### src/rtl/pattern_scan_ctrl.sv
// Frame-based serial pattern scanner: latches a pattern and a frame length on
// start, scans that many valid bits with overlapping matches, reports a count.
module pattern_scan_ctrl #(
   parameter int PAT_W = 5,
   parameter int CNT_W = 8
) (
   input  logic             clk,
   input  logic             rst,
   input  logic             start,
   input  logic             abort,
   input  logic [PAT_W-1:0] pattern,
   input  logic [CNT_W-1:0] frame_len,
   input  logic             bit_valid,
   input  logic             d_in,
   output logic             busy,
   output logic             match,
   output logic [CNT_W-1:0] match_cnt,
   output logic             done
);

   localparam int HIST_W = PAT_W - 1;
   localparam int FILL_W = $clog2(PAT_W);
   localparam logic [FILL_W-1:0] FILL_FULL = FILL_W'(HIST_W);

   typedef enum logic [1:0] {
      S_IDLE,
      S_LOAD,
      S_RUN,
      S_DONE
   } state_e;

   state_e             state_q, state_d;
   logic [PAT_W-1:0]   pat_q, pat_d;
   logic [CNT_W-1:0]   len_q, len_d;
   logic [HIST_W-1:0]  hist_q, hist_d;
   logic [FILL_W-1:0]  fill_q, fill_d;
   logic [CNT_W-1:0]   bit_cnt_q, bit_cnt_d;
   logic [CNT_W-1:0]   match_cnt_q, match_cnt_d;

   logic               accept;
   logic               last_bit;
   logic               hit;
   logic [PAT_W-1:0]   window;

   assign accept   = (state_q == S_RUN) && bit_valid;
   assign window   = {hist_q, d_in};
   // bit_cnt_q holds bits already taken, so the current bit is number bit_cnt_q+1
   assign last_bit = (bit_cnt_q == (len_q - CNT_W'(1)));

   always_ff @(posedge clk or negedge rst) begin
      if (!rst) begin
         state_q <= S_IDLE;
      end else begin
         state_q <= state_d;
      end
   end

   always_comb begin
      state_d = state_q;
      unique case (state_q)
         S_IDLE: begin
            if (start) begin
               state_d = S_LOAD;
            end
         end
         S_LOAD: begin
            if (abort) begin
               state_d = S_IDLE;
            end else if (len_q == '0) begin
               state_d = S_DONE;
            end else begin
               state_d = S_RUN;
            end
         end
         S_RUN: begin
            if (abort) begin
               state_d = S_IDLE;
            end else if (accept && last_bit) begin
               state_d = S_DONE;
            end
         end
         S_DONE: begin
            state_d = S_IDLE;
         end
         default: begin
            state_d = S_IDLE;
         end
      endcase
   end

   always_comb begin
      busy = (state_q == S_LOAD) || (state_q == S_RUN);
      done = (state_q == S_DONE);
      hit  = accept && (fill_q == FILL_FULL) && (window == pat_q);
      match = hit;
   end

   always_comb begin
      pat_d       = pat_q;
      len_d       = len_q;
      hist_d      = hist_q;
      fill_d      = fill_q;
      bit_cnt_d   = bit_cnt_q;
      match_cnt_d = match_cnt_q;
      unique case (state_q)
         S_IDLE: begin
            if (start) begin
               pat_d = pattern;
               len_d = frame_len;
            end
         end
         S_LOAD: begin
            hist_d      = '0;
            fill_d      = '0;
            bit_cnt_d   = '0;
            match_cnt_d = '0;
         end
         S_RUN: begin
            if (bit_valid) begin
               hist_d    = window[HIST_W-1:0];
               bit_cnt_d = bit_cnt_q + CNT_W'(1);
               if (fill_q != FILL_FULL) begin
                  fill_d = fill_q + FILL_W'(1);
               end
               // history is kept after a hit so overlapping matches count
               if (hit && !(&match_cnt_q)) begin
                  match_cnt_d = match_cnt_q + CNT_W'(1);
               end
            end
         end
         default: begin
         end
      endcase
   end

   always_ff @(posedge clk or negedge rst) begin
      if (!rst) begin
         pat_q       <= '0;
         len_q       <= '0;
         hist_q      <= '0;
         fill_q      <= '0;
         bit_cnt_q   <= '0;
         match_cnt_q <= '0;
      end else begin
         pat_q       <= pat_d;
         len_q       <= len_d;
         hist_q      <= hist_d;
         fill_q      <= fill_d;
         bit_cnt_q   <= bit_cnt_d;
         match_cnt_q <= match_cnt_d;
      end
   end

   assign match_cnt = match_cnt_q;

endmodule

### config.mk
export PLATFORM = sky130hd
export DESIGN_NAME = pattern_scan_ctrl
export DESIGN_NICKNAME = d
export VERILOG_FILES = /design/src/rtl/pattern_scan_ctrl.sv
export SDC_FILE = /design/constraint.sdc
export NUM_CORES = 1
export LEC_CHECK = 0
export BUFFER_PORTS_ARGS = -buffer_cell sky130_fd_sc_hd__buf_2
export CORE_MARGIN = 5
export CORE_UTILIZATION = 33
export CTS_BUF_LIST = sky130_fd_sc_hd__clkbuf_4 sky130_fd_sc_hd__clkbuf_8
export DETAILED_ROUTE_END_ITERATION = 8
export SKIP_LAST_GASP = 1
export SLEW_MARGIN = 15
export SYNTH_ARGS = -nofsm -noshare
export SYNTH_HDL_FRONTEND = slang
export SYNTH_SLANG_ARGS = --single-unit
export TNS_END_PERCENT = 5
### constraint.sdc
create_clock -name clk -period 5.29 [get_ports clk]
set_input_delay 1.058 -clock clk [delete_from_list [all_inputs] [get_ports clk]]
set_output_delay 1.058 -clock clk [all_outputs]
set_load 0.1 [all_outputs]
# [Word level (Yosys, flattened, before mapping)]
# Cells that the tools add are included.
[totals] reg_bits=38 inputBits=19 out_inout_bits=11 word_cells=55
[op_classes] addsub=4 eq_ne=12 n_mux=16 n_reduce_logical=16
[op_table] op="$pmux 8 s2" n=2
[op_table] op="$mux 8" n=3
[op_table] op="$add 8x1->8 const B" n=2
[op_table] op="$eq 8x8->1" n=1
[op_table] op="$logic_not 8->1" n=1
[op_table] op="$mux 2" n=4
[op_table] op="$pmux 2 s4" n=1
[op_table] op="$pmux 4 s2" n=1
[op_table] op="$reduce_and 8->1" n=1
[op_table] op="$sub 8x1->8 const B" n=1
[op_table] op="$mux 3" n=2
[op_table] op="$pmux 3 s2" n=1
[op_table] op="$reduce_and 2->1" n=3
[op_table] op="$reduce_and 3->1" n=2
[op_table] op="$eq 5x5->1" n=1
[op_table] op="$logic_and 1x1->1" n=5
[op_table] op="$eq 2x2->1 const B" n=2
[op_table] op="$mux 4" n=1
[op_table] op="$ne 2x1->1 const B" n=2
[op_table] op="$ne 2x2->1 const B" n=2
[op_table] op="$add 3x1->3 const B" n=1
[op_table] op="$eq 3x3->1 const B" n=1
[op_table] op="$ne 3x2->1 const B" n=1
[op_table] op="$ne 3x3->1 const B" n=1
[op_table] op="6 further kinds" n=6

# [Logic depth before layout (Yosys ltp)]
[depth] word_depth=8 depth_mapped=9

# [Least setup slack after synthesis]
# No wires, ideal clock.
[synth_path] path_type="input to output" from="in bit_valid" to="out match" arrival_ns=3.398 required_ns=4.232 path_slack_ns=0.834 path_stages=3 path_buffers=0 cell_sequence="and2_1 > nand4_1 > nor3_1"
[synth_between] elab_chain_len=3
[synth_rtl] element="from (decl)" line="13" rtl="input logic bit_valid,"
[synth_rtl] element="$logic_and 1x1->1" line="45" rtl="assign accept = (state_q == S_RUN) && bit_valid;"
[synth_rtl] element="$logic_and 1x1->1 (2 in series)" line="94" rtl="hit = accept && (fill_q == FILL_FULL) && (window == pat_q);"
[synth_rtl] element="to (decl)" line="16" rtl="output logic match,"
# Every way passes these cells.

# [Worst setup path in the final report]
[layout_path] from="reg state_q[0]" to="out match"
[layout_between] elab_chain_len=4
[layout_rtl] element="from (decl)" line="32" rtl="state_e state_q, state_d;"
[layout_rtl] element="from (signal assigned)" line="54" rtl="state_q <= state_d;"
[layout_rtl] element="$eq 2x2->1" line="45"
[layout_rtl] element="$logic_and 1x1->1" line="45"
[layout_rtl] element="$logic_and 1x1->1 (2 in series)" line="94"
# Every way passes these cells.

==> impl_results.html <==
<table>
<tr><th>Metric</th><th>Value</th></tr>
<tr><th colspan="2">Worst setup path</th></tr>
<tr><td>Reg2Reg Depth</td><td>8</td></tr>
<tr><td>Critical R2R Launch</td><td>state_q[0]$_DFFE_PN0P_</td></tr>
<tr><td>Largest fanout of any net on the critical path</td><td>11</td></tr>
<tr><td>Cell-by-cell listing of the critical path</td><td>inv_1, ha_1, and2_1, nand4_1, nor3_1, buf_2</td></tr>
<tr><td>Critical Path Max Stage Delay</td><td>450 ps</td></tr>
<tr><td>Worst setup SP type</td><td>flip-flop</td></tr>
<tr><td>Crit path arrival time</td><td>2370 ps</td></tr>
<tr><td>Critical path capture point type</td><td>primary output</td></tr>
<tr><td>R2r endpoint</td><td>match_cnt[7]$_DFFE_PN0P_</td></tr>
<tr><td>Class of the most critical setup path</td><td>reg -&gt; out</td></tr>
<tr><td>Req. time, crit path</td><td>4230 ps</td></tr>
<tr><td>Critical-path top delay cell</td><td>sky130_fd_sc_hd__buf_2</td></tr>
<tr><td>Register-to-register setup slack</td><td>2670 ps</td></tr>
<tr><th colspan="2">Logic synthesis</th></tr>
<tr><td>Top FF cell, synth</td><td>sky130_fd_sc_hd__dfrtp_1</td></tr>
<tr><td>Number of unique standard cell types used by synthesis</td><td>39</td></tr>
<tr><td>Mapped Nets</td><td>221</td></tr>
<tr><td>Cell area after synthesis</td><td>2100 um^2</td></tr>
<tr><td>Warnings, synthesis</td><td>0</td></tr>
<tr><td>Instance count of the mapped netlist</td><td>192</td></tr>
<tr><td>Fraction of synthesis flops using an asynchronous set or reset pin</td><td>100%</td></tr>
<tr><td>Sequential-to-total area share from yosys stat</td><td>45.3%</td></tr>
<tr><td>Number of synthesized flops with an enable pin</td><td>0</td></tr>
<tr><td>Count of state elements after synthesis</td><td>38</td></tr>
<tr><td>Synthesized area divided by synthesized cell count</td><td>10.9 um^2</td></tr>
<tr><th colspan="2">Min path</th></tr>
<tr><td>Hold path startpoint</td><td>pat_q[0]$_DFFE_PN0P_</td></tr>
<tr><td>Number of stages on the worst hold path</td><td>1</td></tr>
<tr><td>Class of the worst hold path</td><td>reg -&gt; reg</td></tr>
<tr><td>Hold-critical path endpoint</td><td>pat_q[0]$_DFFE_PN0P_</td></tr>
<tr><th colspan="2">Clock network</th></tr>
<tr><td>Buffer type at the clock tree root</td><td>sky130_fd_sc_hd__clkbuf_8</td></tr>
<tr><td>CTS buffer count</td><td>5</td></tr>
<tr><td>Sinks on the clock net</td><td>38</td></tr>
<tr><td>Clk slew on worst S/H paths</td><td>70 ps</td></tr>
<tr><td>Post_cts resized</td><td>0</td></tr>
<tr><td>Htree depth</td><td>2</td></tr>
<tr><td>Latest clock arrival within the worst-skew pair</td><td>290 ps</td></tr>
<tr><td>CTS tree</td><td>yes</td></tr>
<tr><td>Hold Buf Count CTS</td><td>0</td></tr>
<tr><td>Post-CTS setup buffer count</td><td>0</td></tr>
<tr><td>Number of buffers on the longest clock path</td><td>2</td></tr>
<tr><th colspan="2">STA</th></tr>
<tr><td>Slew at the pin closest to its max-slew limit</td><td>859 ps</td></tr>
<tr><td>Max-slew headroom at the worst pin</td><td>42.7%</td></tr>
<tr><td>Total count of hold-check failures in the final report</td><td>0</td></tr>
<tr><td>Period minus WS final</td><td>3430 ps</td></tr>
<tr><td>Largest clock skew in the final design</td><td>6.89 ps</td></tr>
<tr><td>Unrepaired setup endpoints after global routing</td><td>false</td></tr>
<tr><td>Sum of negative setup slack</td><td>0 ps</td></tr>
<tr><td>Final max-slew violation count</td><td>0</td></tr>
<tr><td>Final period utilization</td><td>64.8%</td></tr>
<tr><td>Peak clock frequency supported by timing</td><td>292 MHz</td></tr>
<tr><td>Total setup violations reported at the end of the flow</td><td>0</td></tr>
<tr><th colspan="2">Cells and area</th></tr>
<tr><td>Commonest cells after routing, fill and taps aside</td><td>38 x sky130_fd_sc_hd__dfrtp_1, 29 x sky130_fd_sc_hd__buf_2, 16 x sky130_fd_sc_hd__nor2_1</td></tr>
<tr><td>Multi-input logic area</td><td>1100 um^2</td></tr>
<tr><td>Fraction of layout instances using a drive strength above 1</td><td>25.0%</td></tr>
<tr><td>Reg area</td><td>951 um^2</td></tr>
<tr><td>Number of nets in the final layout</td><td>253</td></tr>
<tr><td>Final cell utilization of the core</td><td>38.7%</td></tr>
<tr><td>Area growth from synthesis to layout</td><td>16.0%</td></tr>
<tr><td>Most frequent standard cell in the layout excluding fill and tap cells</td><td>sky130_fd_sc_hd__dfrtp_1</td></tr>
<tr><td>Number of antenna repair diodes</td><td>0</td></tr>
<tr><td>Fillcell total</td><td>646</td></tr>
<tr><th colspan="2">Floorplanning</th></tr>
<tr><td>I/O pin count</td><td>30</td></tr>
<tr><td>Site row count</td><td>29</td></tr>
<tr><td>Overall die area</td><td>8050 um^2</td></tr>
<tr><td>Height of the die</td><td>89.7 um</td></tr>
<tr><td>Initial cell density of the core</td><td>33.4%</td></tr>
<tr><td>Die Width</td><td>89.7 um</td></tr>
<tr><td>Core Footprint</td><td>6280 um^2</td></tr>
<tr><th colspan="2">GRT</th></tr>
<tr><td>Vias in the first global route</td><td>1,475</td></tr>
<tr><td>Antenna violations before repair</td><td>0</td></tr>
<tr><td>Grt ovf</td><td>0</td></tr>
<tr><td>Global-route wire length before repair</td><td>7.09 mm</td></tr>
<tr><td>Total GRT Usage</td><td>10.7%</td></tr>
<tr><td>Largest net degree at the start of global routing</td><td>39</td></tr>
<tr><th colspan="2">Detailed routing</th></tr>
<tr><td>Total length of routed wires</td><td>4.07 mm</td></tr>
<tr><td>Via Count</td><td>1,487</td></tr>
<tr><td>Pre-antenna DRT Iters</td><td>4</td></tr>
<tr><td>Detailed-route DRC error count</td><td>0</td></tr>
<tr><td>Number of DRC markers after the initial detailed-route iteration</td><td>49</td></tr>
<tr><td>Routed vias/inst</td><td>4.94</td></tr>
<tr><td>Remaining number of nets flagged by the antenna check after routing</td><td>0</td></tr>
<tr><td>WL/cell</td><td>13.5 um</td></tr>
<tr><th colspan="2">Job</th></tr>
<tr><td>Max-Cap Viols</td><td>0</td></tr>
<tr><th colspan="2">Pwr</th></tr>
<tr><td>Post-layout total power</td><td>1.11 mW</td></tr>
<tr><td>Pwr dens</td><td>456 nW/um^2</td></tr>
<tr><td>Maximum resistive drop on vdd</td><td>0.187 mV</td></tr>
<tr><td>Standby leakage power</td><td>1.08 nW</td></tr>
<tr><th colspan="2">Placed design</th></tr>
<tr><td>DP Wirelength</td><td>3.05 mm</td></tr>
<tr><td>Count of buffers inserted at the top-level ports</td><td>29</td></tr>
<tr><td>Global placer's final weighted congestion</td><td>0.840</td></tr>
<tr><th colspan="2">Outcome</th></tr>
<tr><td>Status</td><td>completed</td></tr>
</table>
[metrics by stage]
step	std cells	hold slack [ps]	worst slack (ps)	cell area [um^2]
5_1_grt	301	550	1710	2430
3_5_place_dp	294	522	1900	2320
4_1_cts	301	539	1840	2430
6_report	301	537	1860	2430
2_1_floorplan	192	477	834	2100
3_3_place_gp	294	498	1930	2320
[routing by layer]
metal | vias to the layer above | global-route usage, % | routed length [um]
li1 | 737 | - | -
met1 | 719 | 13.3 | 1850
met2 | 24 | 17.1 | 1980
met3 | 7 | 3.76 | 181
met4 | 0 | 3.78 | 65
met5 | - | 0 | 0
[flip-flops by register name, summed over array words and instances, names as in the netlist]
register   count
state_q        2
match_cnt      8
len_q          8
bit_cnt_q      8
pat_q          5
fill_q         3
hist_q         4
[cell families after synthesis]
| family | share of synthesized area (%) |
|---|---|
| adders and majority gates | 5.97 |
| buffers and inverters | 2.33 |
| AOI/OAI and AO/OA | 7.64 |
| DFF | 45.3 |
| muxes | 7.94 |
| and+or+nand+nor | 19.9 |
| xor gates and xnor gates | 10.9 |
[area by class of cell]
class	count	share of cell area, %
sequential	38	39.1
tap	77	3.96
timing repair buffer	30	6.28
multi-input combinational	143	45.1
clock buffer	6	3.40
clock inverter	1	1.23
inverter	6	0.926
[worst max-delay path by stage]
stage	startpoint	end
5_1_grt	state_q[0]$_DFFE_PN0P_	match
6_report	state_q[0]$_DFFE_PN0P_	match
3_3_place_gp	bit_valid	match
2_1_floorplan	bit_valid	match
4_1_cts	state_q[0]$_DFFE_PN0P_	match
3_5_place_dp	bit_valid	match
[critical path, delay by kind of cell (launching register included)]
kind / cells / cell delay (ps)
buf+inv: 2 / 610
simple gates: 3 / 770
flops: 1 / 440
fa+ha+maj: 1 / 280
[Yosys cell counts, drive strengths merged (2+ instances only)]
cell / count / area [um^2]
xnor2: 14 / 123
a22o: 5 / 43.8
or3: 2 / 12.5
nor2: 16 / 60.1
nor2b: 2 / 12.5
nand3b: 2 / 15.0
and2: 2 / 12.5
nand3: 5 / 25.0
ha: 10 / 125
o21ai: 4 / 20.0
buf: 2 / 15.0
or4: 2 / 18.8
nor3: 6 / 35.0
dfrtp: 38 / 951
nor4: 3 / 33.8
nand4: 7 / 43.8
nand2b: 4 / 25.0
and3: 4 / 25.0
mux2i: 2 / 20.0
xor2: 12 / 105
a21oi: 3 / 15.0
mux2: 13 / 146
nand2: 15 / 56.3
inv: 6 / 22.5
clkbuf: 3 / 11.3
[power breakdown]
group,internal (mW),switching (mW),total (mW)
logic,0.178,0.237,0.415
registers,0.357,0.0845,0.442
clock network,0.151,0.101,0.252
total,0.686,0.423,1.11
Power figures use the tool's default switching activity.
